$ cat src/rtl/i2c_pkg.sv
// Shared types for the I2C target: protocol state encoding and ACK/NACK bit levels.
package i2c_pkg;

    typedef enum logic [3:0] {
        ST_IDLE,
        ST_ADDR,
        ST_ADDR_ACK,
        ST_WR_PTR,
        ST_PTR_ACK,
        ST_WR_DATA,
        ST_DATA_ACK,
        ST_RD_DATA,
        ST_RD_ACK,
        ST_IGNORE
    } state_t;

    localparam logic ACK_BIT  = 1'b0;
    localparam logic NACK_BIT = 1'b1;

endpackage

$ cat src/rtl/i2c_in_filter.sv
// Pad input conditioning for one I2C line: 2-flop synchronizer, run-length glitch
// filter and one-cycle edge pulses on the filtered level.
module i2c_in_filter #(
    parameter int FILTER_LEN = 3
) (
    input  logic clk,
    input  logic rst,
    input  logic din,
    output logic level,
    output logic rise,
    output logic fall
);

    localparam int CW = $clog2(FILTER_LEN + 1);

    logic [1:0]    sync_q;
    logic          filt_q, filt_d;
    logic          prev_q;
    logic [CW-1:0] cnt_q, cnt_d;

    // The filtered level flips only after FILTER_LEN consecutive differing samples.
    always_comb begin
        filt_d = filt_q;
        cnt_d  = '0;
        if (sync_q[1] != filt_q) begin
            if (cnt_q == CW'(FILTER_LEN - 1)) begin
                filt_d = sync_q[1];
            end else begin
                cnt_d = cnt_q + CW'(1);
            end
        end
    end

    always_ff @(posedge clk or posedge rst) begin
        if (rst) begin
            sync_q <= 2'b11;
            filt_q <= 1'b1;
            prev_q <= 1'b1;
            cnt_q  <= '0;
        end else begin
            sync_q <= {sync_q[0], din};
            filt_q <= filt_d;
            prev_q <= filt_q;
            cnt_q  <= cnt_d;
        end
    end

    assign level = filt_q;
    assign rise  = filt_q & ~prev_q;
    assign fall  = ~filt_q & prev_q;

endmodule

$ cat src/rtl/i2c_target.sv
// I2C target with 7-bit addressing: writes set a register pointer and strobe data
// out to a register file; reads return register file bytes with pointer auto-increment.
module i2c_target
    import i2c_pkg::*;
#(
    parameter logic [6:0] DEV_ADDR   = 7'h48,
    parameter int         FILTER_LEN = 3,
    parameter int         ADDR_W     = 8
) (
    input  logic              CLK_48MHZ,
    input  logic              EXT_RESET,
    input  logic              SCL_IN,
    input  logic              SDA_IN,
    output logic              SDA_OE,
    output logic [ADDR_W-1:0] RD_ADDR,
    input  logic [7:0]        RD_DATA,
    output logic              WR_EN,
    output logic [ADDR_W-1:0] WR_ADDR,
    output logic [7:0]        WR_DATA,
    output logic              BUSY
);

    logic scl_lvl, scl_rise, scl_fall;
    logic sda_lvl, sda_rise, sda_fall;
    logic start_evt, stop_evt;

    i2c_in_filter #(.FILTER_LEN(FILTER_LEN)) u_scl_filter (
        .clk(CLK_48MHZ), .rst(EXT_RESET), .din(SCL_IN),
        .level(scl_lvl), .rise(scl_rise), .fall(scl_fall)
    );

    i2c_in_filter #(.FILTER_LEN(FILTER_LEN)) u_sda_filter (
        .clk(CLK_48MHZ), .rst(EXT_RESET), .din(SDA_IN),
        .level(sda_lvl), .rise(sda_rise), .fall(sda_fall)
    );

    assign start_evt = sda_fall & scl_lvl;
    assign stop_evt  = sda_rise & scl_lvl;

    state_t            state_q, state_d;
    logic [3:0]        cnt_q, cnt_d;
    logic [7:0]        sh_q, sh_d;
    logic [ADDR_W-1:0] ptr_q, ptr_d;
    logic [ADDR_W-1:0] wr_addr_q, wr_addr_d;
    logic [7:0]        wr_data_q, wr_data_d;
    logic              wr_en_q, wr_en_d;
    logic              sda_oe_q, sda_oe_d;
    logic              busy_q, busy_d;
    logic              rw_q, rw_d;
    logic [7:0]        byte_in;

    assign byte_in = {sh_q[6:0], sda_lvl};

    // cnt_q == 8 marks "byte complete, ACK phase pending on the next scl_fall".
    always_comb begin
        state_d   = state_q;
        cnt_d     = cnt_q;
        sh_d      = sh_q;
        ptr_d     = ptr_q;
        wr_addr_d = wr_addr_q;
        wr_data_d = wr_data_q;
        wr_en_d   = 1'b0;
        sda_oe_d  = sda_oe_q;
        busy_d    = busy_q;
        rw_d      = rw_q;

        if (stop_evt) begin
            state_d  = ST_IDLE;
            cnt_d    = 4'd0;
            sda_oe_d = 1'b0;
            busy_d   = 1'b0;
        end else if (start_evt) begin
            state_d  = ST_ADDR;
            cnt_d    = 4'd0;
            sda_oe_d = 1'b0;
        end else begin
            case (state_q)
                ST_ADDR, ST_WR_PTR, ST_WR_DATA: begin
                    if (scl_rise && cnt_q != 4'd8) begin
                        sh_d  = byte_in;
                        cnt_d = cnt_q + 4'd1;
                        if (cnt_q == 4'd7) begin
                            if (state_q == ST_ADDR) begin
                                // Address 0 (general call) is never acknowledged.
                                if (byte_in[7:1] == DEV_ADDR && byte_in[7:1] != 7'd0) begin
                                    rw_d = byte_in[0];
                                end else begin
                                    state_d = ST_IGNORE;
                                end
                            end else if (state_q == ST_WR_DATA) begin
                                wr_en_d   = 1'b1;
                                wr_addr_d = ptr_q;
                                wr_data_d = byte_in;
                                ptr_d     = ptr_q + ADDR_W'(1);
                            end
                        end
                    end else if (scl_fall && cnt_q == 4'd8) begin
                        sda_oe_d = 1'b1;
                        cnt_d    = 4'd0;
                        case (state_q)
                            ST_ADDR: begin
                                busy_d  = 1'b1;
                                state_d = ST_ADDR_ACK;
                            end
                            ST_WR_PTR: state_d = ST_PTR_ACK;
                            default:   state_d = ST_DATA_ACK;
                        endcase
                    end
                end
                ST_ADDR_ACK: begin
                    if (scl_fall) begin
                        cnt_d = 4'd0;
                        if (rw_q) begin
                            sh_d     = RD_DATA;
                            sda_oe_d = ~RD_DATA[7];
                            state_d  = ST_RD_DATA;
                        end else begin
                            sda_oe_d = 1'b0;
                            state_d  = ST_WR_PTR;
                        end
                    end
                end
                ST_PTR_ACK: begin
                    if (scl_fall) begin
                        sda_oe_d = 1'b0;
                        ptr_d    = ADDR_W'(sh_q);
                        state_d  = ST_WR_DATA;
                    end
                end
                ST_DATA_ACK: begin
                    if (scl_fall) begin
                        sda_oe_d = 1'b0;
                        state_d  = ST_WR_DATA;
                    end
                end
                ST_RD_DATA: begin
                    if (scl_fall) begin
                        if (cnt_q == 4'd7) begin
                            sda_oe_d = 1'b0;
                            cnt_d    = 4'd0;
                            state_d  = ST_RD_ACK;
                        end else begin
                            sda_oe_d = ~sh_q[6];
                            sh_d     = {sh_q[6:0], 1'b0};
                            cnt_d    = cnt_q + 4'd1;
                        end
                    end
                end
                ST_RD_ACK: begin
                    // The pointer advances past every byte sent, acknowledged or not.
                    if (scl_rise && cnt_q != 4'd8) begin
                        ptr_d = ptr_q + ADDR_W'(1);
                        if (sda_lvl == ACK_BIT) begin
                            cnt_d = 4'd8;
                        end else begin
                            state_d = ST_IGNORE;
                        end
                    end else if (scl_fall && cnt_q == 4'd8) begin
                        sh_d     = RD_DATA;
                        sda_oe_d = ~RD_DATA[7];
                        cnt_d    = 4'd0;
                        state_d  = ST_RD_DATA;
                    end
                end
                ST_IGNORE: sda_oe_d = 1'b0;
                default: ;
            endcase
        end
    end

    always_ff @(posedge CLK_48MHZ or posedge EXT_RESET) begin
        if (EXT_RESET) begin
            state_q   <= ST_IDLE;
            cnt_q     <= 4'd0;
            sh_q      <= 8'd0;
            ptr_q     <= '0;
            wr_addr_q <= '0;
            wr_data_q <= 8'd0;
            wr_en_q   <= 1'b0;
            sda_oe_q  <= 1'b0;
            busy_q    <= 1'b0;
            rw_q      <= 1'b0;
        end else begin
            state_q   <= state_d;
            cnt_q     <= cnt_d;
            sh_q      <= sh_d;
            ptr_q     <= ptr_d;
            wr_addr_q <= wr_addr_d;
            wr_data_q <= wr_data_d;
            wr_en_q   <= wr_en_d;
            sda_oe_q  <= sda_oe_d;
            busy_q    <= busy_d;
            rw_q      <= rw_d;
        end
    end

    assign SDA_OE  = sda_oe_q;
    assign RD_ADDR = ptr_q;
    assign WR_EN   = wr_en_q;
    assign WR_ADDR = wr_addr_q;
    assign WR_DATA = wr_data_q;
    assign BUSY    = busy_q;

endmodule
$ cat config.mk
export PLATFORM = sky130hd
export DESIGN_NAME = i2c_target
export DESIGN_NICKNAME = d
export VERILOG_FILES = /design/src/rtl/i2c_pkg.sv /design/src/rtl/i2c_in_filter.sv /design/src/rtl/i2c_target.sv
export SDC_FILE = /design/constraint.sdc
export NUM_CORES = 1
export LEC_CHECK = 0
export CAP_MARGIN = 10
export CORE_MARGIN = 4
export CORE_UTILIZATION = 41
export CTS_CLUSTER_DIAMETER = 120
export DETAILED_ROUTE_END_ITERATION = 6
export SLEW_MARGIN = 0
export SYNTH_ARGS = -nofsm -noshare
export SYNTH_HDL_FRONTEND = slang
export SYNTH_SLANG_ARGS = --single-unit
$ cat constraint.sdc
create_clock -name CLK_48MHZ -period 2.2 [get_ports CLK_48MHZ]
set_input_delay 0.44 -clock CLK_48MHZ [delete_from_list [all_inputs] [get_ports CLK_48MHZ]]
set_output_delay 0.44 -clock CLK_48MHZ [all_outputs]
set_load 0.01 [all_outputs]
# Yosys cells after proc, flatten, opt, wreduce, memory -nomap -nowiden

Cells that the tools add are included.

Output and inout port bits: 27
Flip-flop bits (word level): 56
Word-level logic and storage cells: 178
Input port bits: 12

Muxes and demuxes: 71
Reduce and logical (&&, ||, !) cells: 24
Add/sub/neg operators: 4
Equality and inequality tests: 46
Bitwise operators: 15

Operators by type and width:

| cell                                          | count |
|---|---|
| 2-to-1 mux 8 bit                              | 13 |
| 2-to-1 mux 4 bit                              | 23 |
| != test 4 bit, second input constant          | 8 |
| one-hot mux 8 bit (4 select lines)            | 1 |
| != test 5 bit, second input constant          | 6 |
| != test 2 bit, second input constant          | 13 |
| 2-to-1 mux 1 bit                              | 24 |
| one-hot mux 8 bit (3 select lines)            | 1 |
| == test 4 x 3 -> 1 bit, second input constant | 5 |
| one-hot mux 4 bit (5 select lines)            | 1 |
| one-hot mux 4 bit (4 select lines)            | 1 |
| AND reduction 7 bit                           | 2 |
| nonzero test 7 bit                            | 2 |
| == test 4 bit, second input constant          | 3 |
| AND reduction 11 bit                          | 1 |
| AND reduction 10 bit                          | 1 |
| NOT 1 bit                                     | 9 |
| AND reduction 9 bit                           | 1 |
| adder 8 x 1 -> 8 bit, second input constant   | 1 |
| == test 4 x 2 -> 1 bit, second input constant | 2 |
| 2-to-1 mux 2 bit                              | 4 |
| AND reduction 8 bit                           | 1 |
| nonzero test 8 bit                            | 1 |
| == test 7 bit, second input constant          | 1 |
| 22 further kinds                              | 35 |

# Longest topological paths before layout

Depth in word-level cells: 9
Depth in mapped cells: 8
Depth with buffers taken out: 7

# Cells and area by module

A second synthesis with hierarchy kept.

Cell total of the unflattened synthesis: 328
Area, all modules: 3344.5 um^2

By module, submodules not included:

| module        | seq. area each (um^2) | area each (um^2) | times used | cells an instance |
|---|---|---|---|---|
| i2c_target    | 1101.1                | 2889.0           | 1          | 300 |
| i2c_in_filter | 155.1                 | 227.7            | 2          | 14 |

# Least setup slack after synthesis

Ideal clock, no wire load.

Kind: register -> register
Start point: register cnt_q[1]
End point: register wr_data_q[0] (netlist: WR_DATA[0])
Path slack: 0.089 ns
Path buffers: 1
Arrival time: 1.983 ns
Data required time: 2.072 ns
Setup time: 0.128 ns
Clock period less this slack: 2.111 ns
Cell stages (with the launch flop): 9
Path through: dfrtp_1 > inv_1 > ha_1 > and3b_1 > nor2_4 > nand3_2 > nor3_4 > buf_4 > mux2_1

Longest elaborated chain between the ends: 3
Elaborated cells on any way between the ends: 4
Classes of those cells: eq/ne (2); reduce/logical (2)

RTL lines:

| item                                   | RTL line          | text |
|---|---|---|
| start, declared                        | i2c_target.sv:41  | `logic [3:0] cnt_q, cnt_d;` |
| start signal, assigned                 | i2c_target.sv:185 | `cnt_q <= cnt_d;` |
| != test 4 bit                          | i2c_target.sv:79  | `if (scl_rise && cnt_q != 4'd8) begin` |
| logical AND 1 bit                      | i2c_target.sv:79  |  |
| AND reduction 7 bit (no source line) * | -                 |  |
| end signal, assigned                   | i2c_target.sv:189 | `wr_data_q <= wr_data_d;` |
| end, declared                          | i2c_target.sv:45  | `logic [7:0] wr_data_q, wr_data_d;` |

Mark *: on every way between the ends. The rest lies on a longest branch, timed or not.
A chain may end at the register's enable or synchronous reset.

# Worst setup path in the final report

Start point: register cnt_q[0]
End point: register state_q[1]

Longest elaborated chain between the ends: 6
Elaborated cells on any way between the ends: 18
Classes of those cells: eq/ne (10); mux (5); reduce/logical (3)

RTL lines:

| item                                | RTL line                            | text |
|---|---|---|
| != test 4 bit                       | i2c_target.sv:79, i2c_target.sv:151 |  |
| logical AND 1 bit                   | i2c_target.sv:79, i2c_target.sv:151 |  |
| 2-to-1 mux 4 bit (on tied branches) | i2c_target.sv:151, i2c_target.sv:79 |  |
| one-hot mux 4 bit (5 select lines)  | i2c_target.sv:77                    | `case (state_q)` |
| 2-to-1 mux 4 bit                    | i2c_target.sv:72                    | `end else if (start_evt) begin` |
| 2-to-1 mux 4 bit                    | i2c_target.sv:67                    | `if (stop_evt) begin` |
| end signal, assigned                | i2c_target.sv:184                   | `state_q <= state_d;` |
| end, declared                       | i2c_target.sv:40                    | `state_t state_q, state_d;` |

Several ways; a longest one is shown, not always the timed one.

==> flow_summary.toml <==
[status]
status = "finished clean"

[placement]
gp_congestion = 0.969
port_buffers = 38
dp_hpwl_mm = 6.11

[clocking]
ctsHoldBuffers = 0
cts_tree = "done"
clk_latency_ps = 310
htreeDepth = 2
cts.sinks = 56
path_clk_slew_ps = 110
cts_root_buf = "clkbuf_8"
cts_buffers = 5
clockBufferDepth = 2

[layout]
seqCellArea_mm2 = 0.00142
fillerInstances = 706
nets = 404
syn2layout_area_growth_pct = 28.2
num_antenna_cells = 0
multi_input_area_mm2 = 0.00175
drive_gt1_share_pct = 26.9

[logic_synthesis]
synthArstFlopShare_pct = 100
synth_edf_count = 0
synth_cell_types = 66
synth_fa_ha_area_share_pct = 1.15
synth_nets = 331
synthXorXnorAreaFrac_pct = 1.34
netlist_area_mm2 = 0.00326
synth_top_family_by_area = "simple AND/OR/NAND/NOR gates"
synth_compound_area_share_pct = 17.8
synthSimpleGateAreaFrac_pct = 18.7
ys.flop_type = "dfrtp_1"
synth_seq_cells = 56
synthMuxAreaShare_pct = 13.8
syn_inst = 316
yosys_warnings = 0
ys_seq_area_share_pct = 43.3
syn_area_per_cell_um2 = 10.3

[global_route]
grt_antenna_before_repair = 0
grt_pass1_wl_mm = 14.4
grt_pass1_vias = 2808
grt_usage_pct = 18.5
grt_overflow = 0
grt_max_degree = 57

[power_and_ir_drop]
p_seq_share_pct = 29.9
p_int_w = 0.00345
p_total_w = 0.00610
worst_ir_drop_vdd_mv = 0.529
p_leak_nw = 1.81
power_switching_w = 0.00264
p_clk_share_pct = 9.7
swShare_pct = 43.3
combPwrFrac_pct = 60.4
p_per_area_mw_per_mm2 = 1460

[sta]
finalHoldViolations = 0
slew_headroom_pct = 65.6
period_needed_ps = 2120
rsz0062_at_grt = "true"
setup_violations = 0
clock.fmax_ghz = 0.471
whs_ps = 364
fin_worst_skew_ps = 8.86
tightest_slew_ps = 513
fin_crit_sh_pct = 96.5
slew_violations = 0

[worst_setup_path]
worst_setup_path_start_kind = "register"
reg2reg_from = "cnt_q[0]"
r2r_slack_ps = 80
path_class = "register to register"
startpoint = "cnt_q[0]"
r2r-end = "state_q[1]"
critical_path.endpoint = "state_q[1]"
crit_arrival_ps = 2320
critPathMaxFanout = 5
ff2ff_path_depth = 7
critPathRequiredTime_ps = 2400
worstSetupEndpointType = "register"

[die]
coreArea_mm2 = 0.00773
placementRows = 32
die-area_mm2 = 0.00943
start_util_pct = 42.1
fp.dieW_um = 97.1
ioPinCount = 39
fp.dieH_um = 97.1

[detailed_routing]
firstDrtPassIters = 5
wire_per_inst_um = 17.3
ant_nets = 0
viasPerCell = 5.67
drt_first_iter_violations = 225
routed-via-count = 2790
drcViolationCount = 0
wirelength_mm = 8.52

[flow_run]
max-cap-violations = 0

[min_path]
hold_path_class = "register to register"
-- repair_timing --
item,4_1_cts,5_1_grt
pin swaps,0,2
setup endpoints to repair,9,36
buffers inserted,0,5
resized for setup,2,7
-- power by group through the flow --
stage          sequential [W]  combinational [W]  clock (W)
2_1_floorplan         0.00169            0.00232          0
3_5_place_dp          0.00184            0.00349          0
3_3_place_gp          0.00183            0.00350          0
4_1_cts               0.00183            0.00352   0.000606
5_1_grt               0.00189            0.00401   0.000665
6_report              0.00183            0.00368   0.000590
-- metal layers --
metal | GRT usage [%] | vias to the layer above | share of wire [%]
met5 | 0 | - | 0
met4 | 5.29 | 0 | 1.7
met3 | 3.45 | 14 | 6.6
met2 | 27.4 | 109 | 44
met1 | 27.5 | 1340 | 48
li1 | - | 1327 | -
-- cell usage in the layout, fill, tap and decap left out, types with 3 or more instances in the layout --
cell type and instances:
o21ai_0 17, mux2_1 13, nand4_1 3, a31oi_1 9, buf_4 42, o211ai_1 3
dfrtp_1 45, nand2b_1 8, a22oi_1 4, ha_1 3, clkbuf_8 5, nor2_1 15
dfstp_2 8, clkdlybuf4s50_1 38, a32o_1 3, nor3b_1 3, a311oi_1 3, inv_1 5
nand3_1 9, xor2_1 3, nor3_1 8, mux2_2 25, a21o_1 4, a21oi_1 20
nor2b_1 7, buf_12 4, o22ai_1 3, dfrtp_2 3, nand2_1 18
-- worst max-delay path, cell delays in order (launching register included) --
cell	delay (ps)
dfrtp_1	440
buf_4	160
ha_1	220
and3b_1	270
nor2_2	160
a221oi_2	60
o221ai_2	320
mux2_1	370
-- metrics by stage --
step / cell area (um^2) / utilization (%) / setup slack (ps) / cells / TNS [ps]
floorplan: 3260 / - / 89.1 / 316 / 0
global placement: 4020 / 52.0 / -59.7 / 479 / -151
detailed placement: 4020 / 52.0 / 5.36 / 479 / 0
CTS: 4110 / 53.1 / 0.662 / 487 / 0
global route: 4180 / 54.0 / -29.5 / 492 / -51.4
finish: 4180 / 54.0 / 77.5 / 492 / 0
-- layout make-up --
cell class              instances  share of cell area, %
multi-input cells             236                   41.9
flip-flops and latches         56                   33.9
clock inverters                 2                  0.330
repair buffers                 84                   18.6
clock buffers                   6                   1.74
well taps                     102                   3.06
inverters                       6                  0.539
-- cells in the mapped netlist (all sizes together), types with 3 or more instances --
library cell,instances,share of area (%)
nand2b,8,1.5
nor2,18,2.3
ha,3,1.2
xor2,3,0.81
nand4,3,0.58
mux2,38,13
buf,13,2.7
a21oi,20,3.1
nand2,19,2.4
a32o,3,0.92
o21ai,18,2.8
nor3b,3,0.69
nor3,10,1.9
a22oi,4,0.92
clkbuf,5,0.58
and2b,3,0.77
nand3,10,1.7
nor2b,7,1.3
a31oi,9,1.7
inv,6,0.69
dfstp,8,6.5
and2,4,0.77
dfrtp,48,37
o22ai,3,0.58
o211ai,3,0.69
a311oi,3,0.81
a21o,4,0.92
nand3b,3,0.81
-- logic make-up (layout without fill, tap and decap cells) --
logic type,after synthesis,after routing
mux,40,40
xor+xnor,5,5
compound gates,86,86
flops,56,56
simple gates,102,102
buf+inv,24,98
fa+ha+maj,3,3
-- state kept, by name, summed over array words and instances, names as in the netlist --
| name | flops |
|---|---|
| WR_ADDR | 8 |
| u_sda_filter.sync_q | 2 |
| SDA_OE | 1 |
| rw_q | 1 |
| sh_q | 8 |
| WR_EN | 1 |
| u_sda_filter.cnt_q | 2 |
| u_scl_filter.sync_q | 2 |
| u_scl_filter.prev_q | 1 |
| BUSY | 1 |
| RD_ADDR | 8 |
| u_sda_filter.level | 1 |
| WR_DATA | 8 |
| u_sda_filter.prev_q | 1 |
| u_scl_filter.level | 1 |
| state_q | 4 |
| cnt_q | 4 |
| u_scl_filter.cnt_q | 2 |
-- worst min path at each step --
stage	to	cells past startpoint	slack, ps	from
final	u_sda_filter.sync_q[1]	0	360	u_sda_filter.sync_q[0]
after global routing	u_sda_filter.sync_q[1]	0	370	u_sda_filter.sync_q[0]
after CTS	u_scl_filter.sync_q[1]	0	360	u_scl_filter.sync_q[0]
after detailed placement	u_scl_filter.sync_q[1]	0	350	u_scl_filter.sync_q[0]
after global placement	u_scl_filter.sync_q[1]	0	350	u_scl_filter.sync_q[0]
after floorplan	u_scl_filter.sync_q[1]	0	350	u_scl_filter.sync_q[0]
Note: power is estimated with default switching activity, not from simulation.
